$ cat config.mk
export PLATFORM = sky130hd
export DESIGN_NAME = uart_rx_ovs
export DESIGN_NICKNAME = d
export VERILOG_FILES = /design/src/rtl/uart_pkg.sv /design/src/rtl/uart_rx_ovs_tick.sv /design/src/rtl/uart_rx_ovs.sv
export SDC_FILE = /design/constraint.sdc
export NUM_CORES = 1
export LEC_CHECK = 0
export ABC_AREA = 1
export BUFFER_PORTS_ARGS = -buffer_cell sky130_fd_sc_hd__buf_4
export CAP_MARGIN = 15
export CORE_ASPECT_RATIO = 0.75
export CORE_MARGIN = 3
export CORE_UTILIZATION = 55
export DETAILED_ROUTE_END_ITERATION = 10
export PLACE_DENSITY = 0.75
export SETUP_SLACK_MARGIN = 0.5
export SYNTH_ARGS = -nofsm -noshare
export SYNTH_HDL_FRONTEND = slang
export SYNTH_SLANG_ARGS = --single-unit
export TNS_END_PERCENT = 30
$ cat constraint.sdc
create_clock -name clk_i -period 2.8 [get_ports clk_i]
set_input_delay 0.56 -clock clk_i [delete_from_list [all_inputs] [get_ports clk_i]]
set_output_delay 0.56 -clock clk_i [all_outputs]
set_load 0.1 [all_outputs]
$ cat src/rtl/uart_pkg.sv
// Shared FSM encoding, frame-config struct and constants for the oversampling UART receiver.
package uart_pkg;

  typedef enum logic [2:0] {
    ST_IDLE,
    ST_START,
    ST_DATA,
    ST_PARITY,
    ST_STOP1,
    ST_STOP2,
    ST_BRK_WAIT
  } rx_state_e;

  localparam int OVS_DEFAULT   = 16;
  localparam int DATA_BITS_MIN = 5;

  // Bit positions inside the per-frame status vector.
  localparam int STAT_PAR = 0;
  localparam int STAT_FRM = 1;
  localparam int STAT_W   = 2;

  typedef struct packed {
    logic [3:0] nbits;
    logic       par_en;
    logic       par_odd;
    logic       stop2;
  } rx_cfg_t;

  function automatic logic [3:0] clamp_bits(input logic [3:0] req, input int max_bits);
    logic [3:0] r;
    if (int'(req) < DATA_BITS_MIN) r = 4'(DATA_BITS_MIN);
    else if (int'(req) > max_bits) r = 4'(max_bits);
    else r = req;
    return r;
  endfunction

endpackage

$ cat src/rtl/uart_rx_ovs_tick.sv
// Oversample tick generator: one-cycle tick every max(baud_div_i,1) cycles, restarted by clr_i.
// Tick is combinational from the count register; no backpressure.
module uart_rx_ovs_tick #(
  parameter int DIV_SIZE = 16
) (
  input  logic                clk_i,
  input  logic                rstn_i,
  input  logic                clr_i,
  input  logic [DIV_SIZE-1:0] baud_div_i,
  output logic                tick_o
);

  logic [DIV_SIZE-1:0] cnt_q, cnt_d;
  logic [DIV_SIZE-1:0] div_last;
  logic                term;

  // >= keeps the divider sane when baud_div_i shrinks below the running count.
  always_comb begin
    div_last = (baud_div_i == '0) ? '0 : baud_div_i - DIV_SIZE'(1);
    term     = (cnt_q >= div_last);
    tick_o   = term & ~clr_i;
    cnt_d    = (clr_i | term) ? '0 : cnt_q + DIV_SIZE'(1);
  end

  always_ff @(posedge clk_i or negedge rstn_i) begin
    if (!rstn_i) cnt_q <= '0;
    else         cnt_q <= cnt_d;
  end

endmodule

$ cat src/rtl/uart_rx_ovs.sv
// Oversampled UART receiver with majority vote, configurable frame, parity/framing/break status.
// Frame lands in the valid/ready holding register one cycle after the last stop vote; full register drops it and sets overrun.
module uart_rx_ovs import uart_pkg::*; #(
  parameter int DIV_SIZE    = 16,
  parameter int MAX_DATA    = 9,
  parameter int OVS         = OVS_DEFAULT,
  parameter int SYNC_STAGES = 3
) (
  input  logic                clk_i,
  input  logic                rstn_i,
  input  logic                en_i,
  input  logic [DIV_SIZE-1:0] baud_div_i,
  input  logic [3:0]          data_bits_i,
  input  logic                parity_en_i,
  input  logic                parity_odd_i,
  input  logic                stop_bits_i,
  input  logic                rx_i,
  output logic [MAX_DATA-1:0] rx_data_o,
  output logic                rx_valid_o,
  input  logic                rx_ready_i,
  output logic                parity_err_o,
  output logic                frame_err_o,
  output logic                break_o,
  output logic                overrun_o,
  input  logic                err_clr_i
);

  localparam int OW = $clog2(OVS);
  localparam logic [OW-1:0] OVS_S0   = OW'(OVS/2 - 1);
  localparam logic [OW-1:0] OVS_S1   = OW'(OVS/2);
  localparam logic [OW-1:0] OVS_VOTE = OW'(OVS/2 + 1);
  localparam logic [OW-1:0] OVS_LAST = OW'(OVS - 1);

  logic [SYNC_STAGES-1:0] sync_q, sync_d;
  rx_state_e              state_q, state_d;
  logic [OW-1:0]          ovs_q, ovs_d;
  logic [3:0]             bit_cnt_q, bit_cnt_d;
  logic [MAX_DATA-1:0]    shift_q, shift_d;
  rx_cfg_t                cfg_q, cfg_d;
  logic [1:0]             samp_q, samp_d;
  logic                   par_err_q, par_err_d;
  logic                   stop_err_q, stop_err_d;
  logic                   seen_one_q, seen_one_d;
  logic [MAX_DATA-1:0]    data_q, data_d;
  logic                   valid_q, valid_d;
  logic [STAT_W-1:0]      stat_q, stat_d;
  logic                   brk_q, brk_d;
  logic                   ovr_q, ovr_d;

  logic              rx_s, tick, tick_clr;
  logic              at_vote, at_last, vote, xfer;
  logic              done, brk_det, drop;
  logic [STAT_W-1:0] new_stat;

  assign rx_s     = sync_q[SYNC_STAGES-1];
  assign tick_clr = (state_q == ST_IDLE) & en_i & ~rx_s;

  uart_rx_ovs_tick #(.DIV_SIZE(DIV_SIZE)) u_tick (
    .clk_i      (clk_i),
    .rstn_i     (rstn_i),
    .clr_i      (tick_clr),
    .baud_div_i (baud_div_i),
    .tick_o     (tick)
  );

  always_comb begin
    sync_d     = {sync_q[SYNC_STAGES-2:0], rx_i};
    state_d    = state_q;
    ovs_d      = ovs_q;
    bit_cnt_d  = bit_cnt_q;
    shift_d    = shift_q;
    cfg_d      = cfg_q;
    samp_d     = samp_q;
    par_err_d  = par_err_q;
    stop_err_d = stop_err_q;
    seen_one_d = seen_one_q;
    data_d     = data_q;
    valid_d    = valid_q;
    stat_d     = stat_q;
    ovr_d      = ovr_q;
    done       = 1'b0;
    brk_det    = 1'b0;
    drop       = 1'b0;
    new_stat   = '0;
    at_vote    = tick & (ovs_q == OVS_VOTE);
    at_last    = tick & (ovs_q >= OVS_LAST);
    vote       = (samp_q[0] & samp_q[1]) | (samp_q[0] & rx_s) | (samp_q[1] & rx_s);
    xfer       = valid_q & rx_ready_i;

    if (tick && state_q != ST_IDLE) begin
      ovs_d = at_last ? '0 : ovs_q + OW'(1);
      if (ovs_q == OVS_S0) samp_d[0] = rx_s;
      if (ovs_q == OVS_S1) samp_d[1] = rx_s;
    end

    case (state_q)
      ST_IDLE: if (tick_clr) begin
        state_d    = ST_START;
        ovs_d      = '0;
        bit_cnt_d  = '0;
        shift_d    = '0;
        par_err_d  = 1'b0;
        stop_err_d = 1'b0;
        seen_one_d = 1'b0;
        cfg_d      = '{nbits: clamp_bits(data_bits_i, MAX_DATA), par_en: parity_en_i,
                       par_odd: parity_odd_i, stop2: stop_bits_i};
      end
      ST_START: begin
        if (at_vote && vote) state_d = ST_IDLE;
        else if (at_last)    state_d = ST_DATA;
      end
      ST_DATA: begin
        if (at_vote) begin
          shift_d[bit_cnt_q] = vote;
          seen_one_d         = seen_one_q | vote;
        end
        if (at_last) begin
          bit_cnt_d = bit_cnt_q + 4'd1;
          if (bit_cnt_d >= cfg_q.nbits) state_d = cfg_q.par_en ? ST_PARITY : ST_STOP1;
        end
      end
      ST_PARITY: begin
        if (at_vote) begin
          par_err_d  = (^shift_q) ^ vote ^ cfg_q.par_odd;
          seen_one_d = seen_one_q | vote;
        end
        if (at_last) state_d = ST_STOP1;
      end
      ST_STOP1: begin
        new_stat[STAT_PAR] = par_err_q;
        if (at_vote) begin
          // An all-zero frame through the first stop bit is a line break, not a data frame.
          if (!vote && !seen_one_q) begin
            brk_det            = 1'b1;
            done               = 1'b1;
            new_stat[STAT_FRM] = 1'b1;
            state_d            = ST_BRK_WAIT;
          end else if (cfg_q.stop2) begin
            stop_err_d = ~vote;
          end else begin
            done               = 1'b1;
            new_stat[STAT_FRM] = ~vote;
            state_d            = ST_IDLE;
          end
        end else if (at_last && cfg_q.stop2) begin
          state_d = ST_STOP2;
        end
      end
      ST_STOP2: begin
        new_stat[STAT_PAR] = par_err_q;
        new_stat[STAT_FRM] = stop_err_q | ~vote;
        if (at_vote) begin
          done    = 1'b1;
          state_d = ST_IDLE;
        end
      end
      ST_BRK_WAIT: if (rx_s) state_d = ST_IDLE;
      default:     state_d = ST_IDLE;
    endcase

    // Disabling mid-frame discards the partial frame and leaves the output register alone.
    if (!en_i && state_q != ST_IDLE) begin
      state_d = ST_IDLE;
      done    = 1'b0;
      brk_det = 1'b0;
    end

    if (done) begin
      if (!valid_q || xfer) begin
        data_d  = shift_q;
        stat_d  = new_stat;
        valid_d = 1'b1;
      end else begin
        drop = 1'b1;
      end
    end else if (xfer) begin
      valid_d = 1'b0;
    end

    if (err_clr_i) ovr_d = 1'b0;
    if (drop)      ovr_d = 1'b1;
    brk_d = brk_det;
  end

  always_ff @(posedge clk_i or negedge rstn_i) begin
    if (!rstn_i) begin
      sync_q     <= '1;
      state_q    <= ST_IDLE;
      ovs_q      <= '0;
      bit_cnt_q  <= '0;
      shift_q    <= '0;
      cfg_q      <= '0;
      samp_q     <= '0;
      par_err_q  <= 1'b0;
      stop_err_q <= 1'b0;
      seen_one_q <= 1'b0;
      data_q     <= '0;
      valid_q    <= 1'b0;
      stat_q     <= '0;
      brk_q      <= 1'b0;
      ovr_q      <= 1'b0;
    end else begin
      sync_q     <= sync_d;
      state_q    <= state_d;
      ovs_q      <= ovs_d;
      bit_cnt_q  <= bit_cnt_d;
      shift_q    <= shift_d;
      cfg_q      <= cfg_d;
      samp_q     <= samp_d;
      par_err_q  <= par_err_d;
      stop_err_q <= stop_err_d;
      seen_one_q <= seen_one_d;
      data_q     <= data_d;
      valid_q    <= valid_d;
      stat_q     <= stat_d;
      brk_q      <= brk_d;
      ovr_q      <= ovr_d;
    end
  end

  assign rx_data_o    = data_q;
  assign rx_valid_o   = valid_q;
  assign parity_err_o = stat_q[STAT_PAR];
  assign frame_err_o  = stat_q[STAT_FRM];
  assign break_o      = brk_q;
  assign overrun_o    = ovr_q;

endmodule

==> results.py <==
metrics = {
    "die": {
        "start_util": 0.593,
        "ios": 43,
        "num_rows": 26,
        "die_width_um": 107,
        "dieArea_um2": 8770,
        "die_height_um": 81.9,
        "core_area_um2": 7120,
    },
    "sta": {
        "finalHoldViolCount": 0,
        "worst_pin_slew_ns": 0.803,
        "worst_slack_ns": -0.257,
        "fin_crit_ns": 3.06,
        "setup_viol": 51,
        "fin_skew_ns": 0.00804,
        "fmax_ghz": 0.327,
        "rsz0062_at_grt": "true",
        "finalMaxSlewViolations": 0,
        "whs_ns": 0.289,
        "period_share": 1.09,
        "relSlewSlack": 0.464,
    },
    "logic_synthesis": {
        "synthCells": 555,
        "synth-seq-area-share": 0.386,
        "synth_area_um2": 4220,
        "async_flop_share": 1.00,
        "synth_ff_type": "dfrtp_1",
        "syn_avg_cell_area_um2": 7.61,
        "synth_cell_types": 45,
        "synth_edf_count": 0,
        "synth_nets": 614,
        "ys.warnings.count": 0,
        "ys_seq_elements": 65,
    },
    "hold_path": {
        "hold_path.class": "input pin to async pin",
    },
    "detailed_routing": {
        "via_per_inst": 5.16,
        "post-route-drc-count": 0,
        "wirelength_um": 10200,
        "dr.pass1.iters": 5,
        "drt.antenna.violating_nets": 0,
        "dr_total_vias": 3925,
        "wl_per_cell_um": 13.4,
        "drt_iter0_drc": 327,
    },
    "setup_path": {
        "ff2ff_path_depth": 13,
        "r2r-start": "bit_cnt_q[0]",
        "critPathLaunch": "baud_div_i[2]",
        "startpoint_type": "input pin",
        "r2r_setup_slack_ns": 0.46,
        "worstPathRequired_ns": 3.08,
        "critPathKind": "input pin to register",
        "worstSetupEndpointType": "register",
        "crit_arrival_ns": 3.34,
        "crit_path_max_fanout": 8,
        "r2r_end": "state_q[1]",
    },
    "cts": {
        "clk_latency_ns": 0.34,
        "cts_made_buffers": 9,
        "cts-root-buf": "clkbuf_8",
        "htreeDepth": 3,
        "clock-sinks": 65,
        "cts_tree": "built",
        "path_clk_slew_ns": 0.07,
        "ctsLongestPathBuffers": 2,
    },
    "power_and_ir_drop": {
        "powerDensity_nw_per_um2": 565,
        "power.total_w": 0.00309,
        "ir_drop_mv": 0.501,
        "p_leak_nw": 2.87,
    },
    "placement": {
        "pre_cts_ws_ns": -0.640,
        "dp_hpwl_um": 7720,
        "io_buffers": 42,
        "gp_congestion": 0.951,
        "dp_cells": 733,
        "dpl-instance-area_um2": 4990,
    },
    "final_layout": {
        "layout.nets": 717,
        "syn_to_final_growth_pct": 29.5,
        "layout_common_cells": "141 x nand2_1, 91 x buf_4, 65 x inv_1",
        "antenna_cells": 0,
        "drive_gt1_frac": 0.265,
        "final_area_um2": 5470,
        "final_common_cell": "nand2_1",
        "finalNonFillerCells": 761,
    },
    "grt": {
        "grt_overflow": 0,
        "grt_antenna_before_repair": 0,
        "grt_usage": 0.243,
        "grt_pass1_vias": 3691,
        "grt_max_degree": 66,
        "grt_pass1_wl_um": 17000,
    },
    "job": {
        "max_cap_viol_count": 0,
    },
    "outcome": {
        "violations": "setup timing",
        "status": "complete, but fails checks",
    },
}
[worst max path at each step]
stage                               to  slack, ns  depth (start not counted)
after floorplan           rx_data_o[1]      -0.35                         24
after global placement      state_q[2]      -0.51                         22
after detailed placement    shift_q[6]      -0.64                         23
after CTS                    stat_q[0]      -0.19                         24
after global routing      rx_data_o[5]      -0.45                         24
final                     rx_data_o[2]      -0.26                         24
[critical path, stage by stage]
cell     delay, ns
buf_8         0.10
nor2_4        0.11
nand2_4       0.06
nor3_4        0.12
nand2_1       0.08
inv_2         0.08
nand2_4       0.06
nor3_4        0.14
nand3_2       0.09
nor2_2        0.12
xor2_1        0.15
nand2_1       0.11
ha_4          0.29
nand2_4       0.06
nor3_4        0.18
nand2_2       0.10
nand2_4       0.10
nand3_4       0.13
nor2_4        0.15
nand2_2       0.08
nor2_4        0.18
buf_6         0.15
nand2_1       0.05
nand2_1       0.06
[flip-flops by register name, indices dropped and copies added (netlist names), 2 cells and up]
register and flops:
stat_q 2, state_q 3, bit_cnt_q 4, cfg_q 7
shift_q 9, rx_data_o 9, ovs_q 4, samp_q 2
u_tick.cnt_q 16, sync_q 3
[area by class of cell]
type / instances / area [µm²]
multi-input cells: 411 / 2450
fillers: 535 / 1660
flip-flops and latches: 65 / 1630
repair buffers: 98 / 766
inverters: 73 / 277
clock buffers: 10 / 128
well taps: 98 / 123
clock inverters: 6 / 91.3
[layer usage]
metal / up-vias / track usage / wire [µm]
li1: 1993 / - / -
met1: 1796 / 0.352 / 4970
met2: 124 / 0.378 / 4460
met3: 12 / 0.0566 / 714
met4: 0 / 0.0460 / 68
met5: - / 0 / 0
[timing repair]
item / 4_1_cts / 5_1_grt
endpoints found under the setup margin: 55 / 55
hold buffers: 0 / 0
cloned: 0 / 0
pin swaps: 8 / 12
buffers inserted: 7 / 5
endpoints found under the hold margin: 0 / 0
resized for setup: 24 / 19
[where the power goes]
part | internal [W] | total, W | switching (W) | leakage (nW)
Combinational | 0.000399 | 0.00102 | 0.000625 | 1.88
Sequential | 0.00107 | 0.00119 | 0.000121 | 0.872
Clock | 0.000506 | 0.000875 | 0.000369 | 0.111
[cells by family (layout without fill, tap and decap cells)]
family | Yosys count | count (layout) | share of synthesized area
buffers and inverters | 79 | 187 | 0.0750
adder cells (fa/ha/maj) | 30 | 30 | 0.0889
AO/OA/AOI/OAI | 70 | 70 | 0.0907
multiplexers | 1 | 1 | 0.00237
flip-flops | 65 | 65 | 0.386
AND/OR/NAND/NOR | 287 | 287 | 0.309
XOR/XNOR | 23 | 23 | 0.0477
[metrics by stage]
step                      TNS (ns)  utilization
after floorplan              -8.91            -
after global placement      -21.44        0.701
after detailed placement    -27.72        0.701
after CTS                    -4.49        0.751
after global routing        -17.56        0.767
final                        -7.04        0.767
[synth_stat cells, drive strengths merged, types with 2 or more instances]
library cell / instances / area (µm²)
nand2: 154 / 593
inv: 72 / 270
nor2: 69 / 298
dfrtp: 62 / 1550
o21ai: 35 / 175
ha: 30 / 375
a21oi: 25 / 133
nand3: 23 / 133
nor3: 17 / 111
xnor2: 12 / 105
xor2: 11 / 96.3
nand4: 9 / 56.3
and3: 4 / 25.0
buf: 4 / 35.0
nor4: 4 / 40.0
dfstp: 3 / 78.8
nor3b: 3 / 22.5
or2: 3 / 18.8
a22o: 2 / 17.5
a31oi: 2 / 12.5
clkbuf: 2 / 7.51
No activity file was read; power rests on OpenSTA's default activity.
